<file path="config.mk">
export PLATFORM = sky130hd
export DESIGN_NAME = wand_bus_tx
export DESIGN_NICKNAME = d
export VERILOG_FILES = /design/src/rtl/wand_bus_pkg.sv /design/src/rtl/wand_bit_timer.sv /design/src/rtl/wand_bus_tx.sv
export SDC_FILE = /design/constraint.sdc
export NUM_CORES = 1
export LEC_CHECK = 0
export CORE_UTILIZATION = 54
export DETAILED_ROUTE_END_ITERATION = 10
export PLACE_DENSITY_LB_ADDON = 0.12
export REMOVE_ABC_BUFFERS = 1
export SYNTH_ARGS = -nofsm -noshare
export SYNTH_HDL_FRONTEND = slang
export SYNTH_SLANG_ARGS = --single-unit
</file>
<file path="constraint.sdc">
create_clock -name clk -period 3.8 [get_ports clk]
set_input_delay 0.76 -clock clk [delete_from_list [all_inputs] [get_ports clk]]
set_output_delay 0.76 -clock clk [all_outputs]
set_load 0.01 [all_outputs]
</file>
<file path="src/rtl/wand_bus_pkg.sv">
// Shared types and constants for the wired-AND bus transmitter and its timer.
// Optional feature macro: WAND_TX_PARITY_EN (adds the PARITY state).
package wand_bus_pkg;

  localparam int DEFAULT_BIT_CYCLES = 4;
  localparam int DEFAULT_DATA_W     = 8;

  // Resolved line levels on the open-drain bus.
  localparam logic BUS_DOMINANT  = 1'b0;
  localparam logic BUS_RECESSIVE = 1'b1;

  typedef enum logic [2:0] {
    ST_IDLE      = 3'd0,
    ST_WAIT_FREE = 3'd1,
    ST_START     = 3'd2,
    ST_DATA      = 3'd3,
`ifdef WAND_TX_PARITY_EN
    ST_PARITY    = 3'd4,
`endif
    ST_STOP      = 3'd5
  } wand_tx_state_t;

endpackage

</file>
<file path="src/rtl/wand_bit_timer.sv">
// Bit-period counter. While start is high it counts 0..BIT_CYCLES-1 and wraps;
// clear forces it back to 0 and wins over start. sample marks the last cycle
// of a period (counter at BIT_CYCLES-1 while counting).
module wand_bit_timer
  import wand_bus_pkg::*;
#(
  parameter int BIT_CYCLES = DEFAULT_BIT_CYCLES,
  parameter int CNT_W      = $clog2(BIT_CYCLES)
) (
  input  logic clk,
  input  logic rst,
  input  logic start,
  input  logic clear,
  output logic sample
);

  logic [CNT_W-1:0] cnt_q;
  logic [CNT_W-1:0] cnt_d;
  logic             last;

  assign last   = (cnt_q == CNT_W'(BIT_CYCLES - 1));
  assign sample = start && !clear && last;

  // Next count: clear, wrap at the end of the period, or advance.
  always_comb begin
    cnt_d = cnt_q;
    if (clear) begin
      cnt_d = '0;
    end else if (start) begin
      cnt_d = last ? '0 : cnt_q + CNT_W'(1);
    end
  end

  // Counter register.
  always_ff @(posedge clk or posedge rst) begin
    if (rst) begin
      cnt_q <= '0;
    end else begin
      cnt_q <= cnt_d;
    end
  end

endmodule

</file>
<file path="src/rtl/wand_bus_tx.sv">
// Bit-serial transmitter for an open-drain wired-AND bus. Waits for the line
// to stay released for a full bit period, frames start/data(MSB first)/stop,
// and reads the line back at the end of every bit to detect arbitration loss
// or a stuck-high fault. Optional macro: WAND_TX_PARITY_EN adds an even
// parity bit between data and stop.
//
// Handshake: a frame is accepted on a clock edge where tx_valid and tx_ready
// are both high; tx_data is sampled only on that edge, and tx_ready stays low
// from the next cycle until the frame completes or aborts.
module wand_bus_tx
  import wand_bus_pkg::*;
#(
  parameter int DATA_W     = DEFAULT_DATA_W,
  parameter int BIT_CYCLES = DEFAULT_BIT_CYCLES
) (
  input  logic              clk,
  input  logic              rst,
  input  logic              tx_valid,
  input  logic [DATA_W-1:0] tx_data,
  output logic              tx_ready,
  input  logic              bus_in,
  output logic              bus_oe,
  output logic              busy,
  output logic              done,
  output logic              arb_lost,
  output logic              fault,
  output logic [2:0]        dbg_state
);

  localparam int BW = (DATA_W > 1) ? $clog2(DATA_W) : 1;

  wand_tx_state_t    state_q, state_d;
  logic [DATA_W-1:0] shift_q, shift_d;
  logic [BW-1:0]     bit_cnt_q, bit_cnt_d;
  logic              bus_oe_q, bus_oe_d;
  logic              tx_ready_q, tx_ready_d;
  logic              busy_q, busy_d;
  logic              done_q, done_d;
  logic              arb_lost_q, arb_lost_d;
  logic              fault_q, fault_d;

  logic              timer_run;
  logic              timer_clear;
  logic              sample;
  logic              intended_lvl;

  // The timer idles at 0 in IDLE; in WAIT_FREE any low sample restarts the
  // idle-line count, so sample there means BIT_CYCLES consecutive highs.
  assign timer_run   = (state_q != ST_IDLE);
  assign timer_clear = (state_q == ST_IDLE) ||
                       ((state_q == ST_WAIT_FREE) && (bus_in == BUS_DOMINANT));

  wand_bit_timer #(.BIT_CYCLES(BIT_CYCLES)) u_bit_timer (
    .clk    (clk),
    .rst    (rst),
    .start  (timer_run),
    .clear  (timer_clear),
    .sample (sample)
  );

  // Level this block expects on the line for the bit currently driven.
  assign intended_lvl = bus_oe_q ? BUS_DOMINANT : BUS_RECESSIVE;

  // Next-state and registered-output logic; bus_oe only changes on sample.
  always_comb begin
    state_d    = state_q;
    shift_d    = shift_q;
    bit_cnt_d  = bit_cnt_q;
    bus_oe_d   = bus_oe_q;
    done_d     = 1'b0;
    arb_lost_d = 1'b0;
    fault_d    = 1'b0;

    case (state_q)
      ST_IDLE: begin
        if (tx_valid && tx_ready_q) begin
          shift_d = tx_data;
          state_d = ST_WAIT_FREE;
        end
      end
      ST_WAIT_FREE: begin
        if (sample && (bus_in == BUS_RECESSIVE)) begin
          bus_oe_d = 1'b1;
          state_d  = ST_START;
        end
      end
      default: begin
        if (sample) begin
          if (bus_in != intended_lvl) begin
            bus_oe_d  = 1'b0;
            bit_cnt_d = '0;
            state_d   = ST_IDLE;
            if (intended_lvl == BUS_RECESSIVE) begin
              arb_lost_d = 1'b1;
            end else begin
              fault_d = 1'b1;
            end
          end else begin
            case (state_q)
              ST_START: begin
                bus_oe_d = ~shift_q[DATA_W-1];
                state_d  = ST_DATA;
              end
              ST_DATA: begin
                // Rotate so the payload is intact again for the parity XOR.
                shift_d = {shift_q[DATA_W-2:0], shift_q[DATA_W-1]};
                if (bit_cnt_q == BW'(DATA_W - 1)) begin
                  bit_cnt_d = '0;
`ifdef WAND_TX_PARITY_EN
                  bus_oe_d  = ~(^shift_q);
                  state_d   = ST_PARITY;
`else
                  bus_oe_d  = 1'b0;
                  state_d   = ST_STOP;
`endif
                end else begin
                  bit_cnt_d = bit_cnt_q + BW'(1);
                  bus_oe_d  = ~shift_q[DATA_W-2];
                end
              end
`ifdef WAND_TX_PARITY_EN
              ST_PARITY: begin
                bus_oe_d = 1'b0;
                state_d  = ST_STOP;
              end
`endif
              ST_STOP: begin
                done_d  = 1'b1;
                state_d = ST_IDLE;
              end
              default: begin
                bus_oe_d = 1'b0;
                state_d  = ST_IDLE;
              end
            endcase
          end
        end
      end
    endcase

    tx_ready_d = (state_d == ST_IDLE);
    busy_d     = (state_d != ST_IDLE);
  end

  // State and output registers; reset releases the line immediately.
  always_ff @(posedge clk or posedge rst) begin
    if (rst) begin
      state_q    <= ST_IDLE;
      shift_q    <= '0;
      bit_cnt_q  <= '0;
      bus_oe_q   <= 1'b0;
      tx_ready_q <= 1'b1;
      busy_q     <= 1'b0;
      done_q     <= 1'b0;
      arb_lost_q <= 1'b0;
      fault_q    <= 1'b0;
    end else begin
      state_q    <= state_d;
      shift_q    <= shift_d;
      bit_cnt_q  <= bit_cnt_d;
      bus_oe_q   <= bus_oe_d;
      tx_ready_q <= tx_ready_d;
      busy_q     <= busy_d;
      done_q     <= done_d;
      arb_lost_q <= arb_lost_d;
      fault_q    <= fault_d;
    end
  end

  assign tx_ready  = tx_ready_q;
  assign bus_oe    = bus_oe_q;
  assign busy      = busy_q;
  assign done      = done_q;
  assign arb_lost  = arb_lost_q;
  assign fault     = fault_q;
  assign dbg_state = state_q;

endmodule
</file>
# After elaboration in Yosys (flattened, before gate mapping)
# Index checks and enable logic that the tools add are counted.
# word_totals
wordCells	85
ff_bits	22
# classes
n_addsub	2
n_reduce_logical	20
n_eq_ne	11
muxes	36
n_bitwise	6
# op_table
op	count
two-way mux 8 bit	4
two-way mux 3 bit	8
two-way mux 1 bit	16
case mux 8 bit (2 select lines)	1
case mux 3 bit (2 select lines)	2
nonzero test 2 bit	5
equality test 3 x 2 -> 1 bit (second input constant)	2
equality test 3 bit (second input constant)	2
logical NOT 3 bit	2
two-way mux 2 bit	3
NOT 1 bit	6
nonzero test 3 bit	2
logical AND 1 bit	5
AND reduction 5 bit	1
!= test 2 x 1 -> 1 bit (second input constant)	2
AND reduction 4 bit	1
adder 3 x 1 -> 3 bit (second input constant)	1
equality test 3 x 1 -> 1 bit (second input constant)	1
!= test 3 bit (second input constant)	1
case mux 1 bit (3 select lines)	1
AND reduction 3 bit	1
adder 2 x 1 -> 2 bit (second input constant)	1
equality test 2 bit (second input constant)	1
!= test 2 bit (second input constant)	1
5 further kinds	5

# Depth between registers and ports, before layout
# logic_depth
ltp_word	10
mapped_depth	7
mapped_depth_nobuf	6

# Cells and area by module
# Synthesis repeated with hierarchy kept, for this count alone.
# hier_totals
cells_unflattened	100
hier_area_um2	1227.4
# modules_own_cells
module	n_inst	seq_area_each_um2	cells_each	area_per_inst_um2
wand_bus_tx	1	501.7	89	1116.1
wand_bit_timer	1	50.0	11	111.4

# Worst setup path after synthesis
# OpenSTA, ideal clock, no wires.
# synth_timing
path_type	in2reg
from	in bus_in
to	reg busy_q (netlist: busy)
t_required_ns	3.653
setup_ns	0.147
path_slack_ns	1.812
arrival_ns	1.841
cell_stages	6
path_cell_list	inv_1 > ha_1 > nand3_1 > o21ai_0 > a221oi_2 > o221ai_1
# synth_via
elab_chain_cells	10
word_cells_on_any_way	13
classes_between	1 x eq/ne; 4 x mux; 1 x bitwise; 7 x reduce/logical
# synth_lines
element	line_no	text
start, declared	wand_bus_tx.sv:21	input logic bus_in,
NOT 1 bit	wand_bus_tx.sv:51	((state_q == ST_WAIT_FREE) && (bus_in == BUS_DOMINANT));
logical AND 1 bit	wand_bus_tx.sv:51	
logical OR 1 bit	wand_bus_tx.sv:50	assign timer_clear = (state_q == ST_IDLE) ||
logical NOT 1 bit	wand_bit_timer.sv:22	assign sample = start && !clear && last;
logical AND 1 bit (2 in series)	wand_bit_timer.sv:22	
logical AND 1 bit	wand_bus_tx.sv:82	if (sample && (bus_in == BUS_RECESSIVE)) begin
two-way mux 3 bit	wand_bus_tx.sv:82	
case mux 3 bit (2 select lines) (*)	wand_bus_tx.sv:74	case (state_q)
nonzero test 3 bit (*)	wand_bus_tx.sv:142	busy_d = (state_d != ST_IDLE);
net busy_d	wand_bus_tx.sv:37	logic busy_q, busy_d;
end signal, assigned	wand_bus_tx.sv:163	busy_q <= busy_d;
end, declared	wand_bus_tx.sv:37	
# Mark *: on every way through the listed nets, which the timed path passes. The rest lies on a longest branch.
# A chain may end at the register's enable or synchronous reset.

# Worst setup path after layout
# Ends and elaborated chain as after synthesis.

==> flow_metrics.py <==
metrics = {
    "clock_network": {
        "clk_pin_slew_ns": 0.11,
        "post-cts-setup-buffers": 0,
        "clock_latency_ns": 0.31,
        "cts_sinks": 22,
        "clk_root_buffer_cell": "clkbuf_4",
        "clockBufferDepth": 2,
        "cts_tree": "built",
        "cts-resized-gates": 0,
        "cts_made_buffers": 3,
        "htreeDepth": 1,
        "cts_hold_buf": 0,
    },
    "critical_path": {
        "path_cells": "clkdlybuf4s50_1, inv_1, ha_1, nand3_1, o21ai_0, a221oi_2, o221ai_1",
        "cp_num_cells": 7,
        "max_stage_delay_ns": 0.57,
        "r2r_cells": 6,
        "start_kind": "primary input",
        "slowest_stage": "clkdlybuf4s50_1",
        "worstPathArrival_ns": 2.65,
        "worstPathRequired_ns": 3.96,
        "crit_type": "primary input to flop",
        "critPathBufInv": 2,
        "crit_path_end_kind": "flop",
        "crit_family": "buffers and inverters",
        "crit_fanout": 6,
    },
    "timing": {
        "fmax_ghz": 0.402,
        "rsz0062_at_grt": "false",
        "slew_headroom_pct": 48.0,
        "layout_min_cycle_time_ns": 2.49,
        "min_period_over_period_pct": 65.5,
        "worstMarginPinSlew_ns": 0.779,
        "finalHoldViolCount": 0,
        "final_max_slew_viol_count": 0,
        "setup_viol": 0,
        "tns_ns": 0,
        "fin_skew_ns": 0.0131,
    },
    "place": {
        "gp_congestion": 0.902,
        "hpwl_mm": 1.43,
        "port_buffers": 20,
    },
    "drt": {
        "final_antenna_net_count": 0,
        "drc": 0,
        "vias_per_cell": 5.52,
        "routedWlPerCell_um": 13.1,
        "routed_wl_mm": 1.99,
        "drt_iter0_drc": 20,
        "dr.pass1.iters": 4,
        "vias": 839,
        "wl_met2_um": 897,
        "met1_length_um": 949,
        "wl_met3_um": 108,
        "routed.top_layer": "met4",
    },
    "global_routing": {
        "first_global_vias": 713,
        "grt.total_usage_pct": 20.0,
        "antenna_found_initial": 0,
        "grt_max_degree": 23,
        "grt_pass1_wl_mm": 3.07,
        "grt.overflow.total": 0,
    },
    "die": {
        "die_x_um": 48.0,
        "start_util_pct": 57.6,
        "die_area_um2": 2300,
        "die_h_um": 48.0,
        "ios": 21,
        "fp.coreArea_um2": 1980,
        "rows": 16,
    },
    "yosys": {
        "syn_inst": 106,
        "ys_ff_latch": 22,
        "yosysWarnings": 0,
        "ys_types": 33,
        "syn_area_um2": 1140,
        "synth_area_per_cell_um2": 10.8,
        "yosysSeqAreaShare_pct": 48.3,
    },
    "power": {
        "leakagePower_nw": 0.583,
        "irDropWorstVdd_v": 0.000478,
        "power.density_nw_per_um2": 672,
        "power_mw": 0.920,
    },
    "worst_hold_path": {
        "hold_depth": 1,
        "hp-class": "flop to flop",
    },
    "job": {
        "maxCapViolations": 0,
    },
    "cells_and_area": {
        "post-route-util_pct": 69.1,
        "area_growth_pct": 19.9,
        "nNetsFinal": 143,
        "antenna_cells": 0,
        "drive_gt1_share_pct": 12.0,
        "fillers": 152,
    },
    "status": {
        "status": "finished clean",
    },
}
-- Yosys cell counts --
master	count	area, µm²
buf_6	3	33.8
or3_4	1	11.3
nor3_4	1	16.3
a221oi_2	1	15.0
nor2b_1	1	6.26
nand2_1	5	18.8
dfstp_2	1	26.3
ha_1	5	62.6
or3b_2	1	8.76
o21ai_0	3	15.0
a21oi_2	3	26.3
a31oi_1	1	6.26
a21boi_0	1	7.51
or2_2	1	6.26
a41oi_1	1	8.76
o31a_1	1	8.76
a21oi_1	7	35.0
and3_1	2	12.5
nand3_1	4	20.0
o221ai_1	1	8.76
or3_1	1	6.26
nor3_1	2	10.0
inv_1	6	22.5
buf_2	1	5.00
o221a_2	1	11.3
nand2b_1	2	12.5
nor2_1	13	48.8
o22ai_4	1	20.0
nor4_1	1	6.26
dfrtp_1	21	526
clkbuf_1	1	3.75
mux2i_1	9	90.1
a22o_1	3	26.3
-- cells in the final DEF, fill, tap and decap left out, types with 2 or more instances in the layout --
cell             instances
o21ai_0                  3
and3_1                   2
clkdlybuf4s50_1         20
a22o_1                   3
ha_1                     5
nand2_1                  5
inv_1                    6
nand3_1                  4
a21oi_1                  7
clkbuf_4                 3
dfrtp_1                 21
nand2b_1                 2
nor2_1                  13
nor3_1                   2
mux2i_1                  9
a21oi_2                  3
-- final timing paths --
kind	slack, ns	end	start
setup reg to reg	1.99	shift_q[4]$_DFFE_PP0P_	bus_oe$_DFFE_PP0P_
hold reg to reg	0.46	u_bit_timer.cnt_q[0]$_DFFE_PP0P_	u_bit_timer.cnt_q[0]$_DFFE_PP0P_
setup / recovery	1.31	busy$_DFF_PP0_	bus_in
hold / removal	0.46	u_bit_timer.cnt_q[0]$_DFFE_PP0P_	u_bit_timer.cnt_q[0]$_DFFE_PP0P_
max in group asynchronous	2.42	busy$_DFF_PP0_	rst
min in group asynchronous	0.89	dbg_state[2]$_DFF_PP0_	rst
-- stage by stage --
step	cell area [µm²]	hold WS [ns]	setup slack, ns	cells
final	1370	0.458	1.31	152
after global routing	1370	0.482	1.20	152
after CTS	1370	0.459	1.36	152
after detailed placement	1330	0.440	1.02	148
after global placement	1330	0.427	1.13	148
after floorplan	1100	0.419	1.81	101
-- logic make-up after synthesis --
family	count (synthesis)	synth area share (%)
adders and majority gates	5	5.48
buffers and inverters	11	5.69
DFF	22	48.3
AOI/OAI and AO/OA	24	16.5
and+or+nand+nor	35	16.1
muxes	9	7.89
-- flip-flops by register name, indices dropped and copies added, names as in the netlist, 2 cells and up --
register	count
shift_q	8
bit_cnt_q	3
u_bit_timer.cnt_q	2
dbg_state	3
-- power by group --
part | total [mW] | internal [mW] | switching, mW
clock network | 0.126 | 0.0585 | 0.0674
registers | 0.404 | 0.322 | 0.0819
logic | 0.390 | 0.197 | 0.193
total | 0.920 | 0.578 | 0.342
-- layer usage --
layer | track usage (%) | vias to the layer above
met2 | 28.6 | 33
met5 | 0 | -
met4 | 12.8 | 0
li1 | - | 412
met1 | 28.1 | 390
met3 | 3.40 | 4
-- layout make-up --
type                       count  area [µm²]  area share, %
sequential                    22         552           40.3
multi-input combinational     73         526           38.4
timing repair buffer          20         200           14.6
clock buffer                   4        36.3           2.65
tap                           27        33.8           2.47
inverter                       6        22.5           1.64
Note: power is estimated with default switching activity, not from simulation.
==> RTL edit 1: new RTL, same flow settings <==
The package constant `DEFAULT_BIT_CYCLES` goes from 4 to 8.
--- a/src/rtl/wand_bus_pkg.sv
+++ b/src/rtl/wand_bus_pkg.sv
@@ -2,7 +2,7 @@
 // Optional feature macro: WAND_TX_PARITY_EN (adds the PARITY state).
 package wand_bus_pkg;
 
-  localparam int DEFAULT_BIT_CYCLES = 4;
+  localparam int DEFAULT_BIT_CYCLES = 8;
   localparam int DEFAULT_DATA_W     = 8;
 
   // Resolved line levels on the open-drain bus.
Check against the original RTL: not equivalent (a bounded check fails within 10 cycles, from zero or initial values and one cycle with rst high).
==> RTL edit 1 against the original RTL <==
Routed wire length is 7.2% higher; utilization is 2.0 points lower; sequential cell count is 1 higher; cell area is 7.4% higher; non-clock buffer count stayed put; hold slack better by 0.0093 ns; power is 20% lower; worst setup slack better by 0.018 ns; critical path depth is 1 lower; synthesized area is 8.9% higher; largest power group unchanged.
==> RTL edit 1: results (changes against the original RTL) <==
[place]
dp_slack_ns = 0.9996  ; was 1.024 ns
gp_congestion = 0.7733  ; was 0.9016
postPlaceCellArea_um2 = 1445  ; was 1334 µm²
hpwlAfterDp_mm = 1.538  ; was 1.433 mm

[critical_path]
rr_worst_depth = 3  ; was 6
crit_fanout = 9  ; was 6
r2r_slack_ns = 1.92  ; was 1.99 ns

[status]
outcome = completed  ; unchanged

[synth]
ys_types = 36  ; was 33
synth_area_leaders = dfrtp_1, mux2_2, ha_1, inv_1, nand2_1  ; was dfrtp_1, mux2i_1, ha_1, nor2_1, a21oi_1
synth-compound-area-share = 0.1026  ; was 0.1654
yosys-top-cells-count = dfrtp_1, mux2_2, inv_1, nand2_1, ha_1  ; was dfrtp_1, nor2_1, mux2i_1
synthAdderAreaFrac = 0.06036  ; was 0.05476
ys_seq_area_frac = 0.4638  ; was 0.4830
muxShareOfSynthArea = 0.1710  ; was 0.07886

[grt]
grt_use_total = 0.1924  ; was 0.2005
grt_start_max_net_pins = 24  ; was 23
grt_pass1_wl_mm = 3.546  ; was 3.070 mm

[pwr]
p_leak_nw = 0.6605  ; was 0.5833 nW

[final_layout]
nets = 141  ; was 143
layout-drive-gt1-share = 0.2295  ; was 0.1200
stdcell_count = 150  ; was 152

[detailed_routing]
drt_iter0_markers = 15  ; was 20
met3_length_um = 100  ; was 108 µm
topRoutingLayerUsed = met3  ; was met4
avgViaCountPerCell = 5.607  ; was 5.520
wl_met2_mm = 1.016  ; was 897 µm

[timing]
fin_worst_skew_ns = 0.004536  ; was 0.01307 ns

[RTL edit 1: changes by cell type after synthesis, sizes merged, moves of 3 or more]
cell / before / now
mux2: 0 / 18
nor2: 13 / 1
a21oi: 10 / 0
mux2i: 9 / 1
a211oi: 0 / 3
a22o: 3 / 0
nand2: 5 / 8
[RTL edit 1: cell families (layout without fill, tap and decap cells)]
logic type	Yosys count	after routing
simple gates	29	29
flops	23	23
mux	19	19
compound gates	13	13
buf+inv	13	32
fa+ha+maj	6	6
[RTL edit 1: power by group through the flow]
stage / sequential [mW] / combinational [mW] / clock, mW
global route: 0.385 / 0.278 / 0.126
CTS: 0.375 / 0.258 / 0.116
detailed placement: 0.380 / 0.255 / 0
floorplan: 0.371 / 0.179 / 0
finish: 0.376 / 0.254 / 0.110
global placement: 0.375 / 0.250 / 0
[RTL edit 1: per-layer routing]
layer | vias up | track usage
li1 | 404 | -
met1 | 412 | 0.2530
met5 | - | 0
met3 | 0 | 0.04321
met2 | 25 | 0.3000
met4 | 0 | 0.08571
[RTL edit 1: final cells by class]
cell class                      count  area (µm²)
Clock buffer                        4       26.28
Fill cell                         159       719.4
Inverter                            8       30.03
Multi-Input combinational cell     67       603.1
Sequential cell                    23       576.8
Tap cell                           28       35.03
Timing Repair Buffer               20       200.2
[RTL edit 1: critical path: cells and delay by family]
| family | cells | cell delay, ns |
|---|---|---|
| AO/OA/AOI/OAI | 1 | 0.29 |
| multiplexers | 1 | 0.37 |
| AND/OR/NAND/NOR | 1 | 0.15 |
| buffers and inverters | 2 | 0.67 |
| adder cells (fa/ha/maj) | 1 | 0.42 |
==> RTL edit 2: new RTL, same flow settings <==
Made on the original files. The output `fault` loses its register stage (`fault_q` becomes a continuous assignment).
--- a/src/rtl/wand_bus_tx.sv
+++ b/src/rtl/wand_bus_tx.sv
@@ -153,7 +153,6 @@
       busy_q     <= 1'b0;
       done_q     <= 1'b0;
       arb_lost_q <= 1'b0;
-      fault_q    <= 1'b0;
     end else begin
       state_q    <= state_d;
       shift_q    <= shift_d;
@@ -163,9 +162,10 @@
       busy_q     <= busy_d;
       done_q     <= done_d;
       arb_lost_q <= arb_lost_d;
-      fault_q    <= fault_d;
     end
   end
+
+  assign fault_q = fault_d;
 
   assign tx_ready  = tx_ready_q;
   assign bus_oe    = bus_oe_q;
Behaviour: not the same (a bounded check fails within 10 cycles, from zero or initial values and one cycle with rst high).
==> RTL edit 2 against the original RTL <==
Sequential share of layout area fell by 2.3 points; worst setup slack got worse by 0.39 ns; routed wire length fell by 2.7%; via count fell by 4.3%; cell area rose by 1.3%; critical path depth fell by 3; clock power fell by 13%; synthesized area rose by 1.9%; cell count fell by 5.9%; combinational power rose by 2%; non-clock buffer count did not move; sequential cell count fell by 1; power fell by 1.5%.
==> RTL edit 2: results (changes against the original RTL) <==
[critical_path]
rr_worst_depth = 5  ; was 6
reg2reg_to = shift_q[7]$_DFFE_PP0P_  ; was shift_q[4]$_DFFE_PP0P_
crit_fanout = 5  ; was 6
r2r_slack_ns = 1.91  ; was 1.99 ns
worst_ep_arrival_time_ns = 2.12  ; was 2.65 ns

[pwr]
pwr-share-seq = 0.440  ; was 0.439
p_comb_frac = 0.440  ; was 0.424
p_leak_nw = 0.5975  ; was 0.5833 nW
peakVddDrop_mv = 0.5003  ; was 0.4778 mV

[detailed_routing]
drt_iter0_markers = 11  ; was 20
wire_per_inst_um = 13.54  ; was 13.09 µm

[synth]
postSynthAreaPerCell_um2 = 12.12  ; was 10.78 µm²
ys_types = 36  ; was 33
synth_area_leaders = dfrtp_1, mux2_2, ha_1, dfstp_2, a21o_1  ; was dfrtp_1, mux2i_1, ha_1, nor2_1, a21oi_1

[status]
outcome = completed  ; unchanged

[timing]
fin_worst_skew_ns = 0.001296  ; was 0.01307 ns
slew_headroom = 0.4732  ; was 0.4798

[final_layout]
syn2layout_area_growth_pct = 19.25  ; was 19.93%
nets = 134  ; was 143
layout-drive-gt1-share = 0.2414  ; was 0.1200
fillCellCount = 163  ; was 152
stdcell_count = 143  ; was 152

[grt]
grt_use_total = 0.1891  ; was 0.2005
use_met3 = 0.02830  ; was 0.03396
first_global_vias = 778  ; was 713
grtUsageMet1 = 0.2313  ; was 0.2806
grt_pass1_wl_mm = 3.401  ; was 3.070 mm
grt_start_max_net_pins = 22  ; was 23

[place]
hpwlAfterDp_mm = 1.426  ; was 1.433 mm
place_inst = 139  ; was 148

==> RTL edit 2: worst max-delay path, cell delays in order <==
cell and delay [ns]:
clkdlybuf4s50_1 0.54, ha_1 0.16, and3_1 0.13, clkdlybuf4s50_1 0.52
==> RTL edit 2: worst max-delay path by stage <==
stage,start,end,slack (ns),cells after the start
5_1_grt,bus_in,fault,0.85,4
6_report,bus_in,fault,0.92,4
3_3_place_gp,bus_in,fault,0.95,4
4_1_cts,bus_in,fault,0.92,4
2_1_floorplan,bus_in,shift_q[0]$_DFFE_PP0P_,1.75,5
3_5_place_dp,bus_in,fault,0.92,4
==> RTL edit 2: logic make-up after synthesis <==
logic type      share of synthesized area
fa+ha+maj                         0.05376
simple gates                       0.1570
flops                              0.4527
compound gates                     0.1032
buf+inv                           0.05161
mux                                0.1817
==> RTL edit 2: per-stage QoR <==
stage	hold WS, ns	utilization	worst slack (ns)	power [mW]	instance area [µm²]
global route	0.4927	0.6931	0.8531	0.9757	1388
floorplan	0.4192	-	1.749	0.6760	1126
CTS	0.4511	0.6931	0.9175	0.9155	1388
finish	0.4505	0.6931	0.9221	0.9066	1388
global placement	0.4285	0.6794	0.9467	0.7863	1360
detailed placement	0.4342	0.6794	0.9221	0.8064	1360
==> RTL edit 2: routing by layer <==
layer / vias up / part of all wire
met3: 2 / 0.042
li1: 384 / -
met5: - / 0
met4: 0 / 0.016
met1: 391 / 0.44
met2: 26 / 0.50
==> RTL edit 2: final cells by class <==
type / count / share of cell area
multi-input cells: 65 / 0.4157
clock buffers: 3 / 0.01623
well taps: 27 / 0.02435
inverters: 6 / 0.01623
repair buffers: 20 / 0.1443
clock inverters: 1 / 0.003607
flip-flops and latches: 21 / 0.3796
